==> src/rtl/input_conditioner_if.sv <==
// Pushbutton conditioner bus: raw levels and read strobe in, debounced levels,
// press pulses, sticky press flags and per-channel FSM state (2 bits/channel) out.
interface input_conditioner_if;
  // rd_ack is a single-cycle consume strobe with no backpressure: every cycle it
  // is 1 the consumer has taken the current press_flags, and they clear on that edge.
  logic [3:0] raw_buttons;
  logic       rd_ack;
  logic [3:0] pushbuttons;
  logic [3:0] press_evt;
  logic [3:0] press_flags;
  logic [7:0] state_dbg;

  modport master (
    output raw_buttons, rd_ack,
    input  pushbuttons, press_evt, press_flags, state_dbg
  );

  modport slave (
    input  raw_buttons, rd_ack,
    output pushbuttons, press_evt, press_flags, state_dbg
  );
endinterface

==> src/rtl/input_conditioner.sv <==
// Four-channel pushbutton synchronizer + debouncer with press pulses.
// Optional sticky press flags are built only when PRESS_LATCH_EN is defined.
module input_conditioner #(
  parameter int DB_CYCLES = 8
) (
  input  logic                 clock,
  input  logic                 reset,
  input_conditioner_if.slave   bus
);

  localparam int NCH = 4;
  localparam logic [7:0] CNT_MAX = 8'(DB_CYCLES - 1);

  typedef enum logic [1:0] {
    IDLE      = 2'd0,
    ARMING    = 2'd1,
    HELD      = 2'd2,
    RELEASING = 2'd3
  } state_e;

  logic [NCH-1:0] s1_q;
  logic [NCH-1:0] s2_q;
  logic [NCH-1:0] pb_q;
  logic [NCH-1:0] evt_q;
  state_e         state_q [NCH];
  logic [7:0]     cnt_q   [NCH];

  // pb_q tracks "state is HELD or RELEASING", updated together with the state.
  always_ff @(posedge clock or posedge reset) begin
    if (reset) begin
      s1_q  <= '0;
      s2_q  <= '0;
      pb_q  <= '0;
      evt_q <= '0;
      for (int i = 0; i < NCH; i++) begin
        state_q[i] <= IDLE;
        cnt_q[i]   <= '0;
      end
    end else begin
      s1_q  <= bus.raw_buttons;
      s2_q  <= s1_q;
      evt_q <= '0;
      for (int i = 0; i < NCH; i++) begin
        case (state_q[i])
          IDLE: begin
            if (s2_q[i]) begin
              state_q[i] <= ARMING;
              cnt_q[i]   <= 8'd1;
            end
          end
          ARMING: begin
            if (!s2_q[i]) begin
              state_q[i] <= IDLE;
              cnt_q[i]   <= '0;
            end else if (cnt_q[i] == CNT_MAX) begin
              state_q[i] <= HELD;
              cnt_q[i]   <= '0;
              pb_q[i]    <= 1'b1;
              evt_q[i]   <= 1'b1;
            end else begin
              cnt_q[i] <= cnt_q[i] + 8'd1;
            end
          end
          HELD: begin
            if (!s2_q[i]) begin
              state_q[i] <= RELEASING;
              cnt_q[i]   <= 8'd1;
            end
          end
          RELEASING: begin
            if (s2_q[i]) begin
              state_q[i] <= HELD;
              cnt_q[i]   <= '0;
            end else if (cnt_q[i] == CNT_MAX) begin
              state_q[i] <= IDLE;
              cnt_q[i]   <= '0;
              pb_q[i]    <= 1'b0;
            end else begin
              cnt_q[i] <= cnt_q[i] + 8'd1;
            end
          end
          default: begin
            state_q[i] <= IDLE;
            cnt_q[i]   <= '0;
            pb_q[i]    <= 1'b0;
          end
        endcase
      end
    end
  end

  always_comb begin
    bus.state_dbg = '0;
    for (int i = 0; i < NCH; i++) begin
      bus.state_dbg[2*i +: 2] = state_q[i];
    end
  end

  assign bus.pushbuttons = pb_q;
  assign bus.press_evt   = evt_q;

`ifdef PRESS_LATCH_EN
  logic [NCH-1:0] flags_q;
  logic [NCH-1:0] flags_d;

  // A new press landing on the acknowledge edge must not be lost, so set wins.
  always_comb flags_d = (flags_q & ~{NCH{bus.rd_ack}}) | evt_q;

  always_ff @(posedge clock or posedge reset) begin
    if (reset) flags_q <= '0;
    else       flags_q <= flags_d;
  end

  assign bus.press_flags = flags_q;
`else
  logic unused_rd_ack;
  assign unused_rd_ack   = bus.rd_ack;
  assign bus.press_flags = '0;
`endif

endmodule

==> src/flat_wrapper.sv <==
// flat-port wrapper written by rule: the top's interface ports become plain ports
module input_conditioner_flat 
#(
  parameter int DB_CYCLES = 8
)
  (clock, reset, bus_raw_buttons, bus_rd_ack, bus_pushbuttons, bus_press_evt, bus_press_flags, bus_state_dbg);
  input_conditioner_if bus_i ();
  input  logic clock;
  input  logic reset;
  input wire logic [$bits(bus_i.raw_buttons)-1:0] bus_raw_buttons;
  input wire logic [$bits(bus_i.rd_ack)-1:0] bus_rd_ack;
  output wire logic [$bits(bus_i.pushbuttons)-1:0] bus_pushbuttons;
  output wire logic [$bits(bus_i.press_evt)-1:0] bus_press_evt;
  output wire logic [$bits(bus_i.press_flags)-1:0] bus_press_flags;
  output wire logic [$bits(bus_i.state_dbg)-1:0] bus_state_dbg;
  assign bus_i.raw_buttons = bus_raw_buttons;
  assign bus_i.rd_ack = bus_rd_ack;
  assign bus_pushbuttons = bus_i.pushbuttons;
  assign bus_press_evt = bus_i.press_evt;
  assign bus_press_flags = bus_i.press_flags;
  assign bus_state_dbg = bus_i.state_dbg;
  input_conditioner #(.DB_CYCLES(DB_CYCLES)) u_core (.clock(clock), .reset(reset), .bus(bus_i));
endmodule
==> config.mk <==
export PLATFORM = sky130hd
export DESIGN_NAME = input_conditioner_flat
export DESIGN_NICKNAME = d
export VERILOG_FILES = /design/src/rtl/input_conditioner_if.sv /design/src/rtl/input_conditioner.sv /design/src/flat_wrapper.sv
export SDC_FILE = /design/constraint.sdc
export NUM_CORES = 1
export LEC_CHECK = 0
export ABC_CLOCK_PERIOD_IN_PS = 4200
export BUFFER_PORTS_ARGS = -buffer_cell sky130_fd_sc_hd__buf_4
export CAP_MARGIN = 20
export CORE_ASPECT_RATIO = 0.9
export CORE_MARGIN = 1.5
export CORE_UTILIZATION = 55
export DETAILED_ROUTE_END_ITERATION = 8
export PLACE_DENSITY = 0.84
export SYNTH_ARGS = -nofsm -noshare
export SYNTH_HDL_FRONTEND = slang
export SYNTH_SLANG_ARGS = --single-unit
==> constraint.sdc <==
create_clock -name clock -period 4.2 [get_ports clock]
set_input_delay 0.42 -clock clock [delete_from_list [all_inputs] [get_ports clock]]
set_output_delay 0.42 -clock clock [all_outputs]
set_load 0.02 [all_outputs]
# Yosys cells after proc, flatten, opt, wreduce, memory -nomap -nowiden
# Cells that the tools add are included.
# word_totals
reg_bits	56
output_inout_bits	20
elab_cells	171
inputBits	7
# classes
n_mux	84
n_reduce_logical	20
addsub	4
eq_ne	48
# ops
cell	count
$mux W8	20
$pmux W8 S4	4
$mux W2	24
$add A8 B1 Y8 const B	4
$eq A8 B3 Y1 const B	4
$ne A2 B1 Y1 const B	16
$pmux W2 S4	4
$mux W1	28
$reduce_and A5 Y1	4
$eq A2 B2 Y1 const B	8
$ne A2 B2 Y1 const B	8
$reduce_and A4 Y1	4
$ne A3 B1 Y1 const B	4
$ne A3 B3 Y1 const B	4
$eq A2 B1 Y1 const B	4
$logic_not A2 Y1	4
$pmux W1 S2	4
$reduce_and A2 Y1	4
$reduce_bool A2 Y1	4

# Longest topological paths before layout
# Gate-level depths: netlist of the first run.
# depth
word_depth	4
ltp_mapped	6
ltp_nobuf	5

# Worst setup path after synthesis of the first run
# Ideal clock, no wire load.
# synth_timing
kind	register -> register
start	register u_core.cnt_q[24] (netlist bit)
end	register u_core.cnt_q[27] (netlist bit)
setup_ns	0.082
period_less_slack_ns	1.612
arrival_time_ns	1.530
setup_slack_ns	2.588
path_stages_with_launch	7
path_buffers	1
required_ns	4.118
path_cell_list	dfrtp_1 > ha_1 > and4bb_2 > a211oi_2 > buf_6 > a41oi_2 > a31oi_1
# synth_via
elab_chain_len	4
elab_cells_between_ends	6
classes_between	add/sub: 1; eq/ne: 1; mux: 4
# synth_rtl
element	line_no	rtl
from (decl)	input_conditioner.sv:26	logic [7:0] cnt_q [NCH];
from (signal, indexed assignment)	input_conditioner.sv:61	cnt_q[i] <= cnt_q[i] + 8'd1;
from (signal, indexed assignment)	input_conditioner.sv:79	cnt_q[i] <= cnt_q[i] + 8'd1;
$add A8 B1 Y8 / $eq A8 B3 Y1 (equally long branches)	n/a	
$mux W8 (*)	input_conditioner.sv:55, input_conditioner.sv:74	
$mux W8 (on tied branches)	input_conditioner.sv:71, input_conditioner.sv:52	
$pmux W8 S4 (*)	input_conditioner.sv:44	case (state_q[i])
# Every way passes the cells marked *; elsewhere a longest branch is shown, timed or not.
# A chain may end at the register's enable or synchronous reset.

==> impl_metrics.json, run 1 <==
{
  "synth_compound_area_frac": 0.186,
  "drc": 0,
  "layout.cells.non_filler": 338,
  "internal_power_mw": 0.935,
  "yosys_most_used_dff": "dfrtp_1",
  "grt_pass1_vias": 1780,
  "end_kind": "register",
  "status": "completed",
  "grt_max_degree": 57,
  "clkSinkCount": 56,
  "p_switching_mw": 0.531,
  "slowest_delay_ps": 640,
  "syn2layout_area_growth_pct": 10.9,
  "period_share": 0.493,
  "clk_pin_slew_ps": 100,
  "track_usage": 0.183,
  "die_h_um": 69.1,
  "critPathKind": "reg -> reg",
  "ys.warnings.count": 0,
  "cts_max_path_buffers": 2,
  "start_util": 0.588,
  "ys_ff_latch": 56,
  "synth_top_cell_area_share": 0.525,
  "wl_um": 4630,
  "diodes": 0,
  "pwr-share-seq": 0.489,
  "synthesis.area_mm2": 0.00267,
  "finalSetupViolCount": 0,
  "drtAntennaViolNets": 0,
  "worst_slew_pin_slew_ps": 753,
  "cp_top_family": "compound AO/OA/AOI/OAI gates",
  "path_buf_inv": 0,
  "final.min_clock_period_ps": 2070,
  "cts-resized-gates": 0,
  "crit_chain": "ha_1 -> nor4b_2 -> a211oi_2 -> nor2_1 -> mux2_1",
  "p_leak_nw": 1.38,
  "synth_edf_count": 0,
  "cts_setup_buffers": 0,
  "synth_cell_types": 41,
  "vias": 1936,
  "place_hpwl_um": 3200,
  "num_rows": 23,
  "comb_power_share": 0.306,
  "place_inst": 330,
  "async_flop_share": 1.00,
  "p_sw_frac": 0.362,
  "drive_gt1_frac": 0.152,
  "p_total_mw": 1.47,
  "synth_top_cells_by_count": "dfrtp_1 (56), nand2_1 (22), nor2_1 (17)",
  "hold_violations": 0,
  "synth_cells": 249,
  "ir_worst_vdd_mv": 0.374,
  "synth.area.mux_share": 0.00843,
  "overflow": 0,
  "cts_tree": "done",
  "dieArea_mm2": 0.00528,
  "rsz0062_at_grt": "false",
  "insertion_delay_ps": 310,
  "relSlewSlack": 0.497,
  "gp_congestion": 0.833,
  "coreArea_mm2": 0.00455,
  "synthAdderAreaFrac": 0.0187,
  "synth.area.top_cells": "dfrtp_1 (52%), a22o_1 (4.3%), xnor2_1 (3.3%)",
  "critPathRequiredTime_ps": 4390,
  "viasPerCell": 5.73,
  "portBuffers": 21,
  "dr.pass1.iters": 4,
  "antenna_found_initial": 0,
  "max_cap_violations": 0,
  "setup_tns_ps": 0,
  "cp_max_fo": 12,
  "synthXorXnorAreaFrac": 0.0492,
  "yosysMostFrequentCell": "dfrtp_1",
  "finalNetCount": 286,
  "slew_viol_final": 0,
  "fmax_mhz": 483,
  "cts_max_level": 2,
  "grt_pass1_wl_um": 7890,
  "pwr_density_cell_mw_per_mm2": 495,
  "cts_buffers": 5,
  "synth_area_leader_cell": "dfrtp_1",
  "synthSimpleGateAreaFrac": 0.178,
  "clockPowerShare": 0.206,
  "skew_ps": 7.99,
  "crit_path_start_kind": "register",
  "cts_root_buf": "clkbuf_8",
  "holdBufCountCts": 0,
  "dieWidth_um": 76.5,
  "synth_top_family_by_area": "compound AO/OA/AOI/OAI gates",
  "crit_arrival_ps": 2260,
  "detail_route.iter0.violations": 123,
  "hp-class": "in -> reg",
  "avgSynthCellArea_um2": 10.7,
  "seq_area_frac_synth": 0.525,
  "crit_slowest_cell": "a211oi_2",
  "num_io_pins": 27,
  "wl_per_cell_um": 13.7
}
-- final timing paths --
kind | startpoint | end | slack (ps) | cells after the start
max in group asynchronous | reset | u_core.cnt_q[8] | 3480 | 3
min in group asynchronous | reset | u_core.cnt_q[15] | 290 | 3
setup / recovery | u_core.cnt_q[8] | register | 2130 | 5
hold / removal | bus_raw_buttons[3] | u_core.s1_q[3] | 220 | 1
setup reg to reg | u_core.cnt_q[8] | register | 2130 | 5
hold reg to reg | u_core.s1_q[1] | u_core.s2_q[1] | 360 | 0
-- kinds of logic (layout without fill, tap and decap cells) --
group / count (synthesis) / count (layout)
xor+xnor: 15 / 15
compound gates: 69 / 69
flops: 56 / 56
mux: 2 / 2
fa+ha+maj: 4 / 4
buf+inv: 16 / 40
other cells: 1 / 4
simple gates: 86 / 86
-- metrics by stage --
stage / utilization / worst slack (ps) / cell area, µm² / hold slack, ps
floorplan: - / 2410 / 2680 / 331
global placement: 0.632 / 2170 / 2870 / 334
detailed placement: 0.632 / 2140 / 2870 / 339
CTS: 0.652 / 2110 / 2960 / 209
global route: 0.652 / 2000 / 2960 / 200
finish: 0.652 / 2130 / 2960 / 216
-- state kept, by name, summed over array words and instances (netlist names), named ones only --
| name | cells |
|---|---|
| u_core.bus.press_evt | 4 |
| u_core.s1_q | 4 |
| u_core.bus.state_dbg | 4 |
| u_core.bus.pushbuttons | 4 |
| u_core.s2_q | 4 |
| u_core.cnt_q | 32 |
-- area by class of cell --
cell class,instances,area [µm²]
sequential,56,1400
multi-input combinational,180,1190
timing repair buffer,22,165
inverter,10,37.5
tap,62,77.6
clock buffer,8,90.1
fill,374,1580
-- per-layer routing --
metal  vias up  track usage  share of wire  wire, µm
met3         7       0.0424          0.035       164
met1       942        0.249           0.49      2270
met4         0       0.0576          0.011        53
met5         -            0              0         0
li1        952            -              -         -
met2        35        0.294           0.46      2140
-- cell usage in the layout (no fill, tap or decap), types with 2 or more instances in the layout --
| cell | count |
|---|---|
| nand2b_1 | 3 |
| a41oi_1 | 2 |
| buf_4 | 22 |
| and4_1 | 2 |
| o21ai_0 | 8 |
| xnor2_1 | 10 |
| a21o_1 | 4 |
| xor2_1 | 5 |
| a211oi_4 | 2 |
| nor3_1 | 4 |
| a31o_2 | 2 |
| nor3b_1 | 2 |
| nand4_1 | 4 |
| nand2_1 | 22 |
| clkbuf_8 | 6 |
| dfrtp_1 | 56 |
| nand3_1 | 14 |
| and3_1 | 8 |
| nor2_1 | 17 |
| ha_1 | 4 |
| o21ai_1 | 7 |
| a21oi_1 | 15 |
| and2_1 | 3 |
| clkbuf_1 | 2 |
| a31oi_1 | 10 |
| a211oi_2 | 2 |
| a22o_1 | 13 |
| conb_1 | 4 |
| inv_1 | 9 |
-- power by group through the flow --
| stage | Combinational [mW] | Clock (mW) | Sequential, mW |
|---|---|---|---|
| 2_1_floorplan | 0.324 | 0 | 0.738 |
| 3_3_place_gp | 0.434 | 0 | 0.721 |
| 3_5_place_dp | 0.450 | 0 | 0.725 |
| 4_1_cts | 0.453 | 0.310 | 0.716 |
| 5_1_grt | 0.500 | 0.327 | 0.731 |
| 6_report | 0.448 | 0.302 | 0.716 |
(Power assumes the default switching activity.)
==> run 2, diff against run 1 <==
ABC_CLOCK_PERIOD_IN_PS = 1900   (was 4200)
CORE_UTILIZATION = 52   (was 55)
PLACE_DENSITY = 0.83   (was 0.84)
clock period = 1.9 ns   (was 4.2 ns; I/O delays follow)
==> impl_metrics.json, run 2 (same netlist as run 1, synthesis figures left out) <==
{
  "drive_gt1_frac": 0.174,
  "die_h_um": 71.0,
  "setup_tns_ps": 0,
  "max_cap_violations": 0,
  "grt-busiest-layer": "met2",
  "met2_usage": 0.331,
  "min_from": "u_core.s1_q[1]",
  "ir_worst_vdd_mv": 0.626,
  "cp_max_fo": 11,
  "layout_commonest_cell": "dfrtp_1",
  "start_util": 0.546,
  "p_leak_nw": 1.44,
  "design_area_mm2": 0.00309,
  "overflow": 0,
  "cts_max_path_buffers": 2,
  "drc": 0,
  "critPathRequiredTime_ps": 2100,
  "grt_pass1_wl_um": 8710,
  "cp_top_family": "simple AND/OR/NAND/NOR gates",
  "wl_um": 4950,
  "fmax_mhz": 574,
  "insertion_delay_ps": 300,
  "finalNetCount": 297,
  "detail_route.iter0.violations": 110,
  "finalSetupViolCount": 0,
  "cts_max_level": 2,
  "dieArea_mm2": 0.00558,
  "final.min_clock_period_ps": 1740,
  "period_share": 0.916,
  "end_kind": "register",
  "grtUsageMet3": 0.0387,
  "hold_violations": 0,
  "syn2layout_area_growth_pct": 15.6,
  "crit_slowest_cell": "nor3b_1",
  "viasPerCell": 5.71,
  "nFillCells": 387,
  "num_io_pins": 27,
  "skew_ps": 4.00,
  "reg2reg_from": "u_core.cnt_q[11]",
  "cts_root_buf": "clkbuf_8",
  "r2r.worst_path.cells": 5,
  "setup.worst_path.start": "u_core.cnt_q[11]",
  "track_usage": 0.197,
  "status": "completed",
  "dr.pass1.iters": 4,
  "cts_buffers": 5,
  "pwr_density_cell_mw_per_mm2": 1090,
  "path_buf_inv": 1,
  "antenna_found_initial": 0,
  "num_rows": 24,
  "rsz0062_at_grt": "false",
  "wl_per_cell_um": 14.1,
  "drtAntennaViolNets": 0,
  "coreArea_mm2": 0.00489,
  "slowest_delay_ps": 500,
  "cts_setup_buffers": 0,
  "final_cell_mix": "dfrtp_1 (56), buf_4 (27), nand2_1 (22), nor2_1 (17), a21oi_1 (15)",
  "relSlewSlack": 0.645,
  "critPathKind": "reg -> reg",
  "dieWidth_um": 78.6,
  "worstSetupEndpoint": "u_core.cnt_q[13]",
  "gp_congestion": 0.855,
  "diodes": 0,
  "dpl_cell_area_mm2": 0.00293,
  "path_depth": 5,
  "slew_viol_final": 0,
  "reg2reg_slack_ps": 160,
  "clkSinkCount": 56,
  "clk_pin_slew_ps": 100,
  "met1_usage": 0.266,
  "crit_path_start_kind": "register",
  "crit_arrival_ps": 1940,
  "cts_tree": "done",
  "r2r-end": "u_core.cnt_q[13]",
  "grt_max_degree": 57,
  "grt_pass1_vias": 1905,
  "largest-register": "u_core.cnt_q",
  "vias": 2010,
  "largest_register_ff_count": 32,
  "hp-class": "reg -> reg",
  "worst_slew_pin_slew_ps": 529,
  "portBuffers": 21,
  "place_hpwl_um": 3460,
  "crit_chain": "nor3b_1 -> a211oi_2 -> buf_4 -> a21o_1 -> a22o_1"
}
-- run 2: changes by cell type in the layout (fill, tap and decap cells not counted) --
cell           previous run  this run
buf_4                    22        27
dlygate4sd3_1             0         5
clkbuf_1                  2         0
buf_12                    0         1
clkinv_2                  0         1
inv_6                     0         1
nor4b_2                   1         0
nor4b_4                   1         2
-- run 2: layout make-up --
type	count	area, µm²	share of cell area
Sequential cell	56	1400	0.454
Multi-Input combinational cell	180	1200	0.388
Timing Repair Buffer	33	273	0.0883
Clock buffer	6	82.6	0.0267
Tap cell	65	81.3	0.0263
Inverter	10	37.5	0.0122
Clock inverter	2	13.8	0.00446
-- run 2: timing repair --
item,CTS,global route
hold buffers,5,0
endpoints found under the setup margin,0,4
hold endpoints to repair,60,0
gates resized for setup,0,1
-- run 2: worst min path at each step --
stage,depth (start not counted),endpoint
finish,0,u_core.s2_q[1]
global route,0,u_core.s2_q[3]
CTS,0,u_core.s2_q[1]
detailed placement,3,u_core.bus.press_evt[2]
global placement,3,u_core.cnt_q[10]
floorplan,0,u_core.s1_q[0]
-- run 2: layer usage --
metal	part of all wire	vias to the layer above
li1	-	968
met1	0.47	999
met2	0.49	37
met3	0.028	6
met4	0.0091	0
met5	0	-
-- run 2: where the power goes --
part / internal [mW] / switching (mW) / leakage (nW)
clock network: 0.299 / 0.374 / 0.0516
registers: 1.36 / 0.210 / 0.733
logic: 0.487 / 0.640 / 0.660
-- run 2: per-stage QoR --
stage	util	std cells	hold slack, ps	setup slack, ps	total power, mW
floorplan	-	252	221	288	2.35
global placement	0.599	339	267	187	2.63
CTS	0.629	352	363	82.3	3.38
global route	0.631	352	369	19.2	3.58
finish	0.631	352	360	159	3.37
detailed placement	0.599	339	272	113	2.68
==> run 3, diff against run 2 <==
CORE_UTILIZATION = 34   (was 52)
PLACE_DENSITY = 0.62   (was 0.83)
==> impl_metrics.json, run 3 (same netlist as run 1, synthesis figures left out) <==
{
  "status": "completed",
  "end_kind": "register",
  "critPathRequiredTime_ps": 2120,
  "crit_arrival_ps": 1950,
  "cts_max_level": 2,
  "grt_pass1_wl_um": 8430,
  "rsz0062_at_grt": "false",
  "crit_path_start_kind": "register",
  "coreArea_mm2": 0.00758,
  "antenna_found_initial": 0,
  "period_share": 0.909,
  "pre_cts_slack_ps": 192,
  "slew_viol_final": 0,
  "final.min_clock_period_ps": 1730,
  "drive_gt1_frac": 0.174,
  "cts_buffers": 5,
  "critPathKind": "reg -> reg",
  "finalWorstSetupSlack_ps": 172,
  "min_from": "u_core.s1_q[2]",
  "cts_max_path_buffers": 2,
  "worst_slew_pin_slew_ps": 534,
  "reg2reg_from": "u_core.cnt_q[24]",
  "track_usage": 0.126,
  "fmax_mhz": 579,
  "setup_tns_ps": 0,
  "portBuffers": 21,
  "drtAntennaViolNets": 0,
  "drc": 0,
  "p_total_mw": 3.31,
  "place_hpwl_um": 3300,
  "ir_worst_vdd_mv": 0.484,
  "dieWidth_um": 96.4,
  "start_util": 0.352,
  "layout_commonest_cell": "dfrtp_1",
  "cts-resized-gates": 0,
  "syn2layout_area_growth_pct": 16.8,
  "hp-class": "reg -> reg",
  "max_cap_violations": 0,
  "p_leak_nw": 1.44,
  "wl_um": 4700,
  "detail_route.iter0.violations": 51,
  "insertion_delay_ps": 300,
  "setup.worst_path.start": "u_core.cnt_q[24]",
  "wl_per_cell_um": 12.3,
  "grt_pass1_vias": 1881,
  "pwr_density_cell_mw_per_mm2": 1060,
  "grt_max_degree": 48,
  "die_h_um": 87.1,
  "vias": 1941,
  "cp_max_fo": 11,
  "cts_root_buf": "clkbuf_8",
  "clkSinkCount": 56,
  "utilization": 0.411,
  "clk_pin_slew_ps": 100,
  "final_cell_mix": "dfrtp_1 (56), buf_4 (27), nand2_1 (22), nor2_1 (17), a21oi_1 (15)",
  "num_io_pins": 27,
  "cts_setup_buffers": 0,
  "holdBufCountCts": 5,
  "relSlewSlack": 0.642,
  "gp_congestion": 0.781,
  "dr.pass1.iters": 4,
  "overflow": 0,
  "finalNetCount": 297,
  "dieArea_mm2": 0.00840,
  "viasPerCell": 5.07,
  "finalSetupViolCount": 0,
  "largest-register": "u_core.cnt_q",
  "skew_ps": 8.92,
  "diodes": 0,
  "largest_register_ff_count": 32,
  "num_rows": 30,
  "cts_tree": "done",
  "hold_violations": 0
}
==> run 3: changes by cell type in the layout (fill, tap and decap cells not counted) <==
cell     previous run  this run
nor4b_2             0         1
nor4b_4             2         1
==> run 3: worst max-delay path, cell delays in order, from the launching register on <==
cell and delay, ps:
dfrtp_1 450, ha_1 260, and4bb_2 260, a211oi_2 210
buf_4 200, a41oi_2 130, a31oi_1 150
==> run 3: power breakdown <==
part	leakage [nW]	total [mW]	switching, mW	internal, mW
Combinational	0.659	1.05	0.585	0.467
Sequential	0.733	1.58	0.228	1.36
Clock	0.0516	0.678	0.379	0.299
==> run 3: final cells by class <==
| class | count | area [µm²] |
|---|---|---|
| Timing Repair Buffer | 33 | 273 |
| Sequential cell | 56 | 1400 |
| Multi-Input combinational cell | 180 | 1190 |
| Fill cell | 740 | 4460 |
| Clock buffer | 6 | 82.6 |
| Inverter | 10 | 37.5 |
| Clock inverter | 2 | 13.8 |
| Tap cell | 96 | 120 |
==> run 3: layer usage <==
layer | up-vias | track usage | share of wire
li1 | 972 | - | -
met1 | 936 | 0.175 | 0.51
met2 | 31 | 0.198 | 0.44
met3 | 2 | 0.0305 | 0.040
met4 | 0 | 0.0316 | 0.0055
met5 | - | 0 | 0
==> run 3: final timing paths <==
path | to | slack [ps] | depth (start not counted)
worst min register to register | u_core.s2_q[2] | 360 | 0
worst min-delay path | u_core.s2_q[2] | 360 | 0
min in group asynchronous | u_core.cnt_q[14] | 370 | 3
max in group asynchronous | asynchronous set/reset pin | 1020 | 4
worst max register to register | u_core.cnt_q[27] | 170 | 6
worst max-delay path | u_core.cnt_q[27] | 170 | 6
==> run 3: per-stage QoR <==
stage          hold slack, ps  instances  cell area, µm²
6_report                  356        383            3120
5_1_grt                   370        383            3120
4_1_cts                   358        383            3120
3_5_place_dp              143        370            2970
3_3_place_gp              139        370            2970
2_1_floorplan             221        252            2680
